File: src/rtl/mmio_bridge_pkg.sv
// Shared definitions for the memory-mapped I/O bridge: register word indices, TCTL layout and
// the read value returned for unmapped offsets.
package mmio_bridge_pkg;

  // 32-byte region; addr[4:1] selects the 16-bit register slot.
  localparam int unsigned RegionBits = 5;

  localparam logic [3:0] IdxKey   = 4'h0;
  localparam logic [3:0] IdxSw    = 4'h1;
  localparam logic [3:0] IdxKie   = 4'h2;
  localparam logic [3:0] IdxKedge = 4'h3;
  localparam logic [3:0] IdxHex   = 4'h4;
  localparam logic [3:0] IdxLedr  = 4'h5;
  localparam logic [3:0] IdxLedg  = 4'h6;
  localparam logic [3:0] IdxTlim  = 4'h7;
  localparam logic [3:0] IdxTcnt  = 4'h8;
  localparam logic [3:0] IdxTctl  = 4'h9;

  localparam int unsigned TctlEn  = 0;
  localparam int unsigned TctlIe  = 1;
  localparam int unsigned TctlRdy = 2;

  localparam logic [15:0] ReadDefault = 16'hDEAD;

  typedef struct packed {
    logic rdy;
    logic ie;
    logic en;
  } tctl_t;

endpackage

File: src/rtl/mmio_bridge_sync_bits.sv
// Per-bit flop chain bringing asynchronous board inputs into the clk domain.
// Reset loads INIT so idle inputs do not look like transitions after reset.
module mmio_bridge_sync_bits #(
  parameter int unsigned W      = 1,
  parameter int unsigned STAGES = 2,
  parameter logic [W-1:0] INIT  = '0
) (
  input  logic         clk_i,
  input  logic         rst_ni,
  input  logic [W-1:0] d_i,
  output logic [W-1:0] q_o
);

  logic [W-1:0] stage_q [STAGES];

  always_ff @(posedge clk_i or negedge rst_ni) begin
    if (!rst_ni) begin
      for (int s = 0; s < STAGES; s++) stage_q[s] <= INIT;
    end else begin
      stage_q[0] <= d_i;
      for (int s = 1; s < STAGES; s++) stage_q[s] <= stage_q[s-1];
    end
  end

  assign q_o = stage_q[STAGES-1];

endmodule

File: src/rtl/mmio_bridge.sv
// Relocatable MMIO register bank: synchronised KEY/SW inputs, sticky KEY press capture,
// HEX/LED outputs, an interval timer and a registered interrupt request.
module mmio_bridge
  import mmio_bridge_pkg::*;
#(
  parameter int unsigned      DBITS    = 16,
  parameter int unsigned      ABITS    = 16,
  parameter logic [ABITS-1:0] BASE     = 'hFFE0,
  parameter int unsigned      NKEYS    = 4,
  parameter int unsigned      NSW      = 10,
  parameter int unsigned      NLEDR    = 10,
  parameter int unsigned      NLEDG    = 8,
  parameter int unsigned      NHEX     = 4,
  parameter int unsigned      SYNC     = 2,
  parameter int unsigned      PRESCALE = 50000
) (
  input  logic              clk,
  input  logic              rst_n,
  input  logic [ABITS-1:0]  addr,
  input  logic [DBITS-1:0]  wdata,
  input  logic              we,
  output logic [DBITS-1:0]  rdata,
  output logic              hit,
  output logic              irq,
  input  logic [NKEYS-1:0]  key_in,
  input  logic [NSW-1:0]    sw_in,
  output logic [4*NHEX-1:0] hex_out,
  output logic [NLEDR-1:0]  ledr,
  output logic [NLEDG-1:0]  ledg
);

  localparam int unsigned PW = (PRESCALE > 1) ? $clog2(PRESCALE) : 1;
  localparam logic [PW-1:0] PreLast = PW'(PRESCALE - 1);

  logic [NKEYS-1:0]  key_s, key_prev_q, key_press, kedge_clr;
  logic [NKEYS-1:0]  kie_q, kie_d, kedge_q, kedge_d;
  logic [NSW-1:0]    sw_s;
  logic [4*NHEX-1:0] hex_q, hex_d;
  logic [NLEDR-1:0]  ledr_q, ledr_d;
  logic [NLEDG-1:0]  ledg_q, ledg_d;
  logic [DBITS-1:0]  tlim_q, tlim_d, tcnt_q, tcnt_d;
  tctl_t             tctl_q, tctl_d;
  logic [PW-1:0]     pre_q, pre_d;
  logic              irq_q, irq_d;
  logic [3:0]        idx;
  logic              wr_en, tick, tmatch;
  logic              unused_addr0;

  mmio_bridge_sync_bits #(
    .W      (NKEYS),
    .STAGES (SYNC),
    .INIT   ({NKEYS{1'b1}})
  ) u_key_sync (
    .clk_i  (clk),
    .rst_ni (rst_n),
    .d_i    (key_in),
    .q_o    (key_s)
  );

  mmio_bridge_sync_bits #(
    .W      (NSW),
    .STAGES (SYNC),
    .INIT   ('0)
  ) u_sw_sync (
    .clk_i  (clk),
    .rst_ni (rst_n),
    .d_i    (sw_in),
    .q_o    (sw_s)
  );

  assign hit          = addr[ABITS-1:RegionBits] == BASE[ABITS-1:RegionBits];
  assign idx          = addr[RegionBits-1:1];
  assign unused_addr0 = addr[0];
  assign wr_en        = we & hit;

  // KEY is active-low, so a press is a synced 1->0 transition.
  assign key_press = key_prev_q & ~key_s;
  assign kedge_clr = (wr_en && idx == IdxKedge) ? wdata[NKEYS-1:0] : '0;
  assign tick      = tctl_q.en && (pre_q == PreLast);
  assign tmatch    = tcnt_q == tlim_q;

  always_comb begin
    kie_d   = kie_q;
    hex_d   = hex_q;
    ledr_d  = ledr_q;
    ledg_d  = ledg_q;
    tlim_d  = tlim_q;
    tcnt_d  = tcnt_q;
    tctl_d  = tctl_q;
    pre_d   = '0;
    kedge_d = (kedge_q & ~kedge_clr) | key_press;

    if (tctl_q.en && !tick) pre_d = pre_q + PW'(1);
    if (tick) tcnt_d = tmatch ? '0 : tcnt_q + DBITS'(1);

    // Bus writes are applied after the timer update so a CPU TCNT write wins over a tick.
    if (wr_en) begin
      case (idx)
        IdxKie:  kie_d  = wdata[NKEYS-1:0];
        IdxHex:  hex_d  = wdata[4*NHEX-1:0];
        IdxLedr: ledr_d = wdata[NLEDR-1:0];
        IdxLedg: ledg_d = wdata[NLEDG-1:0];
        IdxTlim: tlim_d = wdata;
        IdxTcnt: tcnt_d = wdata;
        IdxTctl: begin
          tctl_d.en = wdata[TctlEn];
          tctl_d.ie = wdata[TctlIe];
          if (wdata[TctlRdy]) tctl_d.rdy = 1'b0;
        end
        default: ;
      endcase
    end

    if (tick && tmatch) tctl_d.rdy = 1'b1;

    irq_d = (|(kedge_q & kie_q)) | (tctl_q.rdy & tctl_q.ie);
  end

  always_ff @(posedge clk or negedge rst_n) begin
    if (!rst_n) begin
      key_prev_q <= '1;
      kie_q      <= '0;
      kedge_q    <= '0;
      hex_q      <= '0;
      ledr_q     <= '0;
      ledg_q     <= '0;
      tlim_q     <= '0;
      tcnt_q     <= '0;
      tctl_q     <= '0;
      pre_q      <= '0;
      irq_q      <= 1'b0;
    end else begin
      key_prev_q <= key_s;
      kie_q      <= kie_d;
      kedge_q    <= kedge_d;
      hex_q      <= hex_d;
      ledr_q     <= ledr_d;
      ledg_q     <= ledg_d;
      tlim_q     <= tlim_d;
      tcnt_q     <= tcnt_d;
      tctl_q     <= tctl_d;
      pre_q      <= pre_d;
      irq_q      <= irq_d;
    end
  end

  always_comb begin
    rdata = DBITS'(ReadDefault);
    case (idx)
      IdxKey:   rdata = DBITS'(key_s);
      IdxSw:    rdata = DBITS'(sw_s);
      IdxKie:   rdata = DBITS'(kie_q);
      IdxKedge: rdata = DBITS'(kedge_q);
      IdxHex:   rdata = DBITS'(hex_q);
      IdxLedr:  rdata = DBITS'(ledr_q);
      IdxLedg:  rdata = DBITS'(ledg_q);
      IdxTlim:  rdata = tlim_q;
      IdxTcnt:  rdata = tcnt_q;
      IdxTctl:  rdata = DBITS'(tctl_q);
      default:  ;
    endcase
  end

  assign hex_out = hex_q;
  assign ledr    = ledr_q;
  assign ledg    = ledg_q;
  assign irq     = irq_q;

endmodule

File: config.mk
export PLATFORM = sky130hd
export DESIGN_NAME = mmio_bridge
export DESIGN_NICKNAME = d
export VERILOG_FILES = /design/src/rtl/mmio_bridge_pkg.sv /design/src/rtl/mmio_bridge_sync_bits.sv /design/src/rtl/mmio_bridge.sv
export SDC_FILE = /design/constraint.sdc
export NUM_CORES = 1
export LEC_CHECK = 0
export CAP_MARGIN = 25
export CORE_MARGIN = 3
export CORE_UTILIZATION = 46
export DETAILED_ROUTE_END_ITERATION = 10
export DONT_BUFFER_PORTS = 1
export PLACE_DENSITY_LB_ADDON = 0.3
export RECOVER_POWER = 50
export SLEW_MARGIN = 0
export SYNTH_ARGS = -nofsm -noshare
export SYNTH_HDL_FRONTEND = slang
export SYNTH_HIERARCHICAL = 1
export SYNTH_SLANG_ARGS = --single-unit
File: constraint.sdc
create_clock -name clk -period 2.4 [get_ports clk]
set_input_delay 0.24 -clock clk [delete_from_list [all_inputs] [get_ports clk]]
set_output_delay 0.24 -clock clk [all_outputs]
set_load 0.02 [all_outputs]
==> metrics.txt <==
CP endpoint rdata[3]; final instance area 0.00716 mm²; hpwl dp 10.8 mm; setup TNS 0 ps; register share of total power 0.445; Sink Count 126; CP Max Fanout 3; Die X between 100 and 150 µm; Synth Warn # 6; area of the multi-input gates 0.00267 mm²; Int Pwr about 3.8 mW; Cell Pwr Density 684 mW/mm²; Net Sw Power 1.07 mW; final net count 641; Worst Hold Class input port to async pin; CP Launch Point ledg[3]$_DFFE_PN0P_; clk buf depth 2; gate count of the mapped netlist 563; Worst setup EP type output port; Clock Latency Late Sink 430 ps; CP Class flop to output port; initial antenna violation count 0; r2r worst-path depth 7; switching share of power 0.219; capturing point of the worst reg2reg path tcnt_q[11]$_DFF_PN0_; full die area 0.0147 mm²; count of final setup violators 0; asr flop ratio synth 1.00; WL/cell 20.4 µm; # port buffers 0; row count 41; #FFs+latches synth 126; failing checks hold timing; Top FF cell, synth dfrtp_1; R2R setup slack 190 ps; Post-DRT Antenna Nets 0; first-pass GRT wire length 25.2 mm; Overflow after GRT 0; share of layout cells above drive strength 1 0.226; Core ar. 0.0128 mm²; Pleak 3.14 nW; I/O pin count 101; worst slew pin tran around 730 ps; Slew HR 0.509; initial core utilization 0.477; WHS -482 ps; initial drt markers 399; largest cells by area after synthesis dfrtp_1 (47%), mux2_2 (9.8%), dfstp_2 (5.2%); Register Area 0.00317 mm²; CTS H-tree lvls 4; setup ws final roughly 76 ps; Critical R2R Launch pre_q[0]$_DFF_PN0_; Clk pwr share 0.517; synthesized area 0.00611 mm²; CTS clock-pin slew for the worst setup and hold paths 60 ps; Fin. Hold Viols 126; Yosys cell types 59; Critical Path RT 2160 ps; Synth top area share 0.467; gr usage total 0.223; Post-Route Skew 15.5 ps; CTS tree yes; syn nets 614; hold_buf cts 30; Layout area overhead 17.0%; Layout fillers between 1000 and 1500; crit path launch type flop; Final min period roughly 2300 ps; post-synth top area cell dfrtp_1; vias post-DR 4494; sequential area share after synthesis 0.518; largest net degree at the start of global routing 127; peak supply drop 435 µV; Period Utilization, post-route 0.968; RSZ-0062 raised after global routing false; vias in the first global route 4672; Antenna diodes 0; GP Congestion 0.898; postcts setup bufs 0; Routed WL 15.8 mm; Critical Path AT 2080 ps; placed cell areas 0.00626 mm²; status finished, violations left; Post-synth EDFFs 0; syn_area_per_cell 10.9 µm²; combinational power share 0.038; fin. max-slew vios 0; drc violations 0; CTS Buf Count 17; Vias per Instance 5.80; root buf cell clkbuf_16; drt pass-1 iters 7; pre-CTS setup slack 164 ps; Peak Freq around 430 MHz; die height 121 µm; Max Cap Viol 0
## flip-flops by register name, indices dropped and copies added, names as in the netlist
signal,flops
pre_q,16
hex_out,16
u_key_sync/stage_q,4
tlim_q,16
kedge_q,4
tctl_q,3
kie_q,4
tcnt_q,16
u_sw_sync/stage_q,10
ledg,8
irq,1
u_sw_sync/q_o,10
key_prev_q,4
ledr,10
u_key_sync/q_o,4
## metal layers
metal | global-route usage | vias to the layer above | part of all wire
met5 | 0 | - | 0
met4 | 0.105 | 0 | 0.035
met3 | 0.0639 | 39 | 0.059
met2 | 0.350 | 150 | 0.49
met1 | 0.287 | 2234 | 0.42
li1 | - | 2071 | -
## worst max-delay path, stage by stage, from the launching register on
cell and delay [ps]:
dfrtp_2 470, mux4_2 500, a211oi_2 240, a21oi_1 60
a221o_2 380
## power by group through the flow
| stage | Combinational [mW] | Sequential, mW | Clock [mW] |
|---|---|---|---|
| after floorplan | 0.131 | 2.21 | 0 |
| after global placement | 0.126 | 2.21 | 0 |
| after detailed placement | 0.129 | 2.21 | 0 |
| after CTS | 0.186 | 2.18 | 2.58 |
| after global routing | 0.200 | 2.18 | 2.70 |
| final | 0.185 | 2.18 | 2.53 |
## metrics by stage
stage / hold slack [ps] / power (mW) / utilization / std cells
6_report: -482 / 4.89 / 0.558 / 775
5_1_grt: -495 / 5.08 / 0.558 / 775
4_1_cts: -499 / 4.94 / 0.558 / 775
3_5_place_dp: -48.7 / 2.34 / 0.488 / 713
3_3_place_gp: -47.8 / 2.34 / 0.487 / 712
2_1_floorplan: -55.6 / 2.34 / - / 563
## Yosys cell counts (4+ instances only)
cell type	count
a31oi_1	11
dfstp_2	12
mux2_2	53
nor3_1	11
nor2b_1	5
nand3_1	24
nand3b_1	6
and4_1	4
a21oi_1	10
a22o_1	5
and3_1	8
clkbuf_1	18
nand2_1	48
xnor2_1	27
a22oi_1	19
a221oi_1	5
buf_4	15
xor2_1	8
o21ai_0	18
nor2_1	54
nand4_1	11
dfrtp_1	114
buf_2	6
inv_1	13
## placed cells by master (no fill, tap or decap), drive strengths merged, types with 3 or more instances in the layout
cell and n:
nand3b 6, clkbuf 19, inv 14, a21o 3
a221oi 5, mux2i 3, nor2b 5, a222oi 3
a211oi 6, nand2 48, and4 4, nor2 56
dlygate4sd3 30, clkinv 8, dfrtp 114, nand3 24
a31oi 11, a22oi 19, nor4 8, nand4 11
buf 20, o21ai 19, a22o 5, xor2 8
dfstp 12, a21oi 10, mux2 55, nor3 11
and3 8, xnor2 27
## repair_timing
item                                   CTS  global route
resized for setup                        4             1
endpoints found under the hold margin  209           126
setup endpoints to repair                1             5
## worst min-delay path by stage
stage | startpoint | end | slack [ps] | cells after the start
2_1_floorplan | rst_n | hex_out[0]$_DFFE_PN0P_ | -60 | 0
3_3_place_gp | rst_n | pre_q[10]$_DFF_PN0_ | -50 | 0
3_5_place_dp | rst_n | pre_q[10]$_DFF_PN0_ | -50 | 0
4_1_cts | rst_n | tlim_q[3]$_DFFE_PN0P_ | -500 | 0
5_1_grt | rst_n | tlim_q[3]$_DFFE_PN0P_ | -490 | 0
6_report | rst_n | tlim_q[3]$_DFFE_PN0P_ | -480 | 0
## logic make-up (layout without fill, tap and decap cells)
group	after synthesis	count (layout)	synth area share
AOI/OAI and AO/OA	89	89	0.103
and+or+nand+nor	196	196	0.168
DFF	126	126	0.518
buffers and inverters	56	96	0.0462
muxes	59	59	0.110
adders and majority gates	2	2	0.00409
xor gates and xnor gates	35	35	0.0501
## layout make-up
class,instances,share of cell area
repair buffers,51,0.0643
well taps,172,0.0301
clock inverters,13,0.0194
inverters,13,0.00682
clock buffers,19,0.0633
flip-flops and latches,126,0.443
multi-input cells,381,0.373
(Power assumes the default switching activity.)
